File: config.mk
export PLATFORM = sky130hd
export DESIGN_NAME = pipeline_hazard_ctrl
export DESIGN_NICKNAME = d
export VERILOG_FILES = /design/src/rtl/pipeline_hazard_ctrl.sv
export SDC_FILE = /design/constraint.sdc
export NUM_CORES = 1
export LEC_CHECK = 0
export BUFFER_PORTS_ARGS = -buffer_cell sky130_fd_sc_hd__clkbuf_2
export CELL_PAD_IN_SITES_DETAIL_PLACEMENT = 2
export CELL_PAD_IN_SITES_GLOBAL_PLACEMENT = 2
export CORE_AREA = 2 2 92 94
export CTS_CLUSTER_DIAMETER = 60
export CTS_CLUSTER_SIZE = 14
export DETAILED_ROUTE_END_ITERATION = 10
export DIE_AREA = 0 0 94 96
export PLACE_DENSITY = 0.86
export SYNTH_ARGS = -nofsm -noshare
export SYNTH_HDL_FRONTEND = slang
export SYNTH_SLANG_ARGS = --single-unit
export TNS_END_PERCENT = 50
File: constraint.sdc
create_clock -name clk -period 3.35 [get_ports clk]
set_clock_uncertainty 0.05 [all_clocks]
set_input_delay 0.67 -clock clk [delete_from_list [all_inputs] [get_ports clk]]
set_output_delay 0.67 -clock clk [all_outputs]
set_load 0.05 [all_outputs]
File: src/rtl/pipeline_hazard_ctrl.sv
// pipeline_hazard_ctrl: stall/flush/forwarding control for a 5-stage pipeline,
// with data-memory wait sequencing, timeout fault and saturating debug counters.
module pipeline_hazard_ctrl #(
    parameter int REG_W       = 4,
    parameter int MEM_TIMEOUT = 15,
    parameter int CNT_W       = 16
) (
    input  logic             clk,
    input  logic             reset,
    input  logic [REG_W-1:0] id_rs1,
    input  logic [REG_W-1:0] id_rs2,
    input  logic             id_uses_rs1,
    input  logic             id_uses_rs2,
    input  logic [REG_W-1:0] ex_rs1,
    input  logic [REG_W-1:0] ex_rs2,
    input  logic [REG_W-1:0] ex_rd,
    input  logic             ex_regWrite,
    input  logic [1:0]       ex_resultSrc,
    input  logic             ex_pcSrc,
    input  logic [REG_W-1:0] mem_rd,
    input  logic             mem_regWrite,
    input  logic             mem_req,
    input  logic             dmem_ready,
    input  logic [REG_W-1:0] wb_rd,
    input  logic             wb_regWrite,
    output logic             pc_en,
    output logic             if_id_en,
    output logic             if_id_flush,
    output logic             id_ex_en,
    output logic             id_ex_flush,
    output logic             ex_mem_en,
    output logic             mem_wb_flush,
    output logic [1:0]       fwd_a_sel,
    output logic [1:0]       fwd_b_sel,
    output logic             mem_fault,
    output logic [CNT_W-1:0] stall_cnt,
    output logic [CNT_W-1:0] flush_cnt
);
    localparam int WW = $clog2(MEM_TIMEOUT + 1);
    typedef enum logic [1:0] {RUN, MEM_WAIT, FAULT} state_t;
    state_t           r_state;
    state_t           w_eff;
    logic [WW-1:0]    r_wait_cnt;
    logic [CNT_W-1:0] r_stall_cnt;
    logic [CNT_W-1:0] r_flush_cnt;
    logic             w_freeze;
    logic             w_ctrl;
    logic             w_lu_match;
    logic             w_lu;
    // The reset cycle is evaluated as if already in RUN.
    assign w_eff      = reset ? RUN : r_state;
    assign w_freeze   = (w_eff == FAULT) || (!dmem_ready && ((w_eff == MEM_WAIT) || mem_req));
    assign w_ctrl     = !w_freeze && ex_pcSrc;
    assign w_lu_match = ex_regWrite && (ex_resultSrc == 2'b01) && (ex_rd != '0) &&
                        ((id_uses_rs1 && (id_rs1 == ex_rd)) || (id_uses_rs2 && (id_rs2 == ex_rd)));
    assign w_lu       = !w_freeze && !ex_pcSrc && w_lu_match;
    assign pc_en        = !w_freeze && !w_lu;
    assign if_id_en     = !w_freeze && !w_lu;
    assign if_id_flush  = w_ctrl;
    assign id_ex_en     = !w_freeze;
    assign id_ex_flush  = w_ctrl || w_lu;
    assign ex_mem_en    = !w_freeze;
    assign mem_wb_flush = w_freeze;
    assign mem_fault    = (w_eff == FAULT);
    assign stall_cnt    = r_stall_cnt;
    assign flush_cnt    = r_flush_cnt;
    assign fwd_a_sel = (mem_regWrite && (mem_rd != '0) && (mem_rd == ex_rs1)) ? 2'b10 :
                       (wb_regWrite && (wb_rd != '0) && (wb_rd == ex_rs1)) ? 2'b01 : 2'b00;
    assign fwd_b_sel = (mem_regWrite && (mem_rd != '0) && (mem_rd == ex_rs2)) ? 2'b10 :
                       (wb_regWrite && (wb_rd != '0) && (wb_rd == ex_rs2)) ? 2'b01 : 2'b00;
    always_ff @(posedge clk) begin
        if (reset) begin
            r_state     <= RUN;
            r_wait_cnt  <= '0;
            r_stall_cnt <= '0;
            r_flush_cnt <= '0;
        end else begin
            if (!pc_en && (r_stall_cnt != '1)) r_stall_cnt <= r_stall_cnt + CNT_W'(1);
            if (w_ctrl && (r_flush_cnt != '1)) r_flush_cnt <= r_flush_cnt + CNT_W'(1);
            case (r_state)
                RUN: begin
                    if (mem_req && !dmem_ready) begin
                        r_state    <= MEM_WAIT;
                        r_wait_cnt <= WW'(1);
                    end
                end
                MEM_WAIT: begin
                    if (dmem_ready) begin
                        r_state    <= RUN;
                        r_wait_cnt <= '0;
                    end else if (r_wait_cnt == WW'(MEM_TIMEOUT)) begin
                        r_state <= FAULT;
                    end else begin
                        r_wait_cnt <= r_wait_cnt + WW'(1);
                    end
                end
                default: r_state <= FAULT;
            endcase
        end
    end
endmodule

==> impl.org <==
** Detailed routing
- In the final routed layout, each cell accounts on average for roughly 16 microns.
- Vias per std cell :: 5.25
- The final layout contains routed wiring with a total length of roughly 7400 microns.
- Total iterations of the first detailed-routing run :: 4
- Via total after detailed routing :: around 2500
- The count of nets left with antenna violations once routing finished came out at 0.
- DR iter-0 viols :: 52
- DRC violations left :: 0

** STA
- Final worst-path cycle share :: roughly 85%
- The hold violation count in the final report was 0.
- Based on the critical path, the design can be clocked at up to 0.353 GHz.
- Tightest slew margin relative to the limit :: 60.0%
- Setup violations remaining at the end of the flow were counted as 0.
- Setup total negative slack on the finished layout was measured at 0 ns.
- Setup repair after global routing left no endpoint under its margin.
- At the pin with the least slew margin, the transition time is about 0.60 ns.
- For the finished layout, the period the worst path requires is approximately 2.8 ns.
- The number of max-slew violations in the final report came to 0.

** Critical path
- For this run, the slowest stage of the critical path takes ~0.49 ns.
- Nature of the critical path startpoint :: input port
- At the worst endpoint, the arrival time is between 2 and 2.5 ns.
- For flop-to-flop paths, the worst setup slack is between 1 and 1.5 ns.
- Setup Crit Path Kind :: in -> out
- Of all nets on the critical path, the largest fanout is 22.
- For this design, the slowest cell found on the critical path is sky130_fd_sc_hd__o41ai_1.
- Traced cell by cell, the critical path runs through clkbuf_2, o41ai_1, nor3_1, nor3_2, buf_4, buf_12.
- STA classifies the critical path endpoint as a primary output.
- For the worst setup path, the data required time is about 2.6 ns.

** Yosys
- Yosys mapped a number of flops with a built-in enable equal to 0.
- Cells after Synth :: 280
- Flip-flop cell with the highest count after synthesis :: sky130_fd_sc_hd__dfxtp_1
- Share of the yosys chip area belonging to registers :: 33.3%
- Avg Cell Area, Syn :: between 8 and 9 sq um
- The mapped netlist covers ~2300 sq um.
- After synthesis the netlist holds a flip-flop and latch count of 38.
- Proportion of synthesized flip-flops having asynchronous set or reset :: 0%
- Yosys warnings :: 0
- Cell variety after synth :: 43
- When the netlist entered floorplanning its net count stood at between 300 and 400.

** Layout
- Share of post-route cells with drive strength above 1 :: between 20 and 30%
- The library cells used most frequently in the layout, excluding fill and tap cells, are 81 x sky130_fd_sc_hd__clkbuf_2, 38 x sky130_fd_sc_hd__dfxtp_1, 35 x sky130_fd_sc_hd__xnor2_1.
- Number of antenna cells inserted :: 0
- Once layout is done, the placed cells without fillers occupy around 2900 sq um.
- Number of nets at the end of the flow :: approximately 410
- The filler cells instantiated in the layout total roughly 980.
- Leaving out fill and tap cells, the most frequent cell in the layout is sky130_fd_sc_hd__clkbuf_2.
- Layout overhead on the synthesized area :: 28.0%
- Cells fill between 30% and 40% of the core in the end.

** Die
- Initial cell density of the core :: 28.4%
- The floorplan step defined a core boundary enclosing 8050 sq um.
- 84 I/O pins were placed.
- The die covers approximately 9000 sq um.
- Die Y :: 96 microns
- The initialized floorplan defines 33 standard-cell rows.
- Die outline width :: 94 microns

** Clocking
- Hold_buf cts :: 0
- Clock slew at the register clock pins of the worst setup and hold paths :: around 0.080 ns
- Inserted Clock Buffers :: 5
- Total clock sinks :: 38
- The number of setup buffers added after CTS is 0.
- Clock root buffer :: sky130_fd_sc_hd__clkbuf_8
- Clock tree buffer depth :: 2
- The H-tree generated during clock tree synthesis spans 2 levels.
- CTS tree :: done
- Post-CTS repair changed the size of 0 cells.
- Clock Latency Late Sink :: between 0.2 and 0.3 ns

** Power
- Areal power density over the cells :: between 300 and 400 nW/um^2
- In this run the static leakage power is ~0.0011 uW.
- Peak ir drop on the vdd network :: about 0.00011 V

** Placed design
- The congestion estimate from routability-driven global placement came to between 0.7 and 0.8.
- The HPWL after detailed placement is 5900 microns.
- Count of buffers from port buffering :: 83
- Instance area after placement :: about 2800 sq um

** Flow run
- Across the run, the number of max-cap violations was 0.

** Outcome
- The run finished with clean final reports.

** Global route
- All-Layer GR Usage :: 16.8%
- Number of antenna violations at the first check in global routing :: 0
- The first global-routing pass estimated 12200 microns of wire.
- Entering global routing, the biggest net connects 23 pins.
- Global routing finished with a remaining overflow of 0.
- Vias in the first global route :: approximately 2600

** Worst hold path
- The min-delay analysis places its worst path in the category reg -> reg.
==> stage by stage <==
stage	hold WS, ns	total power, uW	instances	setup WS [ns]
after global placement	0.418	645	462	0.575
after global routing	0.504	993	469	0.397
final	0.458	941	469	0.517
after floorplan	0.403	583	280	0.0346
after detailed placement	0.444	653	462	0.431
after CTS	0.467	959	469	0.467
==> logic make-up (layout without fill, tap and decap cells) <==
kind of cell,count (synthesis),after routing,synth area share (%)
xor gates and xnor gates,35,35,13.4
buffers and inverters,19,103,3.94
muxes,6,6,2.85
AOI/OAI and AO/OA,49,49,13.8
adders and majority gates,3,3,1.64
and+or+nand+nor,130,130,31.0
DFF,38,38,33.3
==> state kept, by name (all words and copies together) (netlist names) <==
signal      cells
stall_cnt      16
flush_cnt      16
r_wait_cnt      4
r_state         2
==> cells in the mapped netlist (5+ instances only) <==
cell / n / area share (%)
sky130_fd_sc_hd__nor2_1: 28 / 4.6
sky130_fd_sc_hd__a21oi_1: 15 / 3.3
sky130_fd_sc_hd__nand2_1: 18 / 3.0
sky130_fd_sc_hd__nand3_1: 18 / 3.9
sky130_fd_sc_hd__xnor2_1: 35 / 13
sky130_fd_sc_hd__clkbuf_1: 5 / 0.82
sky130_fd_sc_hd__nor3_1: 12 / 2.6
sky130_fd_sc_hd__o31ai_1: 5 / 1.6
sky130_fd_sc_hd__or4_1: 9 / 3.0
sky130_fd_sc_hd__nand4_1: 10 / 2.7
sky130_fd_sc_hd__nor2b_1: 5 / 1.4
sky130_fd_sc_hd__dfxtp_1: 38 / 33
sky130_fd_sc_hd__o21ai_0: 14 / 3.1
sky130_fd_sc_hd__nor4_1: 6 / 1.6
sky130_fd_sc_hd__inv_1: 6 / 0.99
sky130_fd_sc_hd__nor3b_1: 5 / 1.6
sky130_fd_sc_hd__or3_1: 7 / 1.9
==> final cells by class <==
class / count / area, sq um / share of cell area [%]
Multi-Input combinational cell: 223 / 1440 / 49.0
Sequential cell: 38 / 761 / 26.0
Timing Repair Buffer: 90 / 498 / 17.0
Tap cell: 105 / 131 / 4.49
Clock buffer: 5 / 68.8 / 2.35
Inverter: 6 / 22.5 / 0.770
Clock inverter: 2 / 10.0 / 0.342
==> worst paths after layout <==
kind,start,to,depth (start not counted)
setup reg to reg,r_state[0],stall_cnt[7],8
setup / recovery,ex_rd[0],pc_en,6
hold / removal,stall_cnt[10],stall_cnt[10],2
hold reg to reg,stall_cnt[10],stall_cnt[10],2
==> metal layers <==
layer | global-route usage (%) | up-vias | wire [microns]
met5 | 0 | - | 0
met4 | 4.11 | 0 | 70
met3 | 3.37 | 4 | 388
met2 | 32.0 | 67 | 3800
met1 | 19.1 | 1203 | 3110
li1 | - | 1189 | -
==> critical path: cells and delay by family <==
kind / cells / cell delay [ns]
AOI/OAI and AO/OA: 1 / 0.49
buffers and inverters: 3 / 0.59
and+or+nand+nor: 2 / 0.35
==> power breakdown <==
part | internal (uW) | switching [uW] | leakage, uW | total (uW)
logic | 67.7 | 108 | 0.000787 | 176
clock network | 140 | 161 | 0.0000438 | 301
registers | 457 | 7.92 | 0.000307 | 465
total | 664 | 277 | 0.00114 | 941
(Power assumes the default switching activity.)
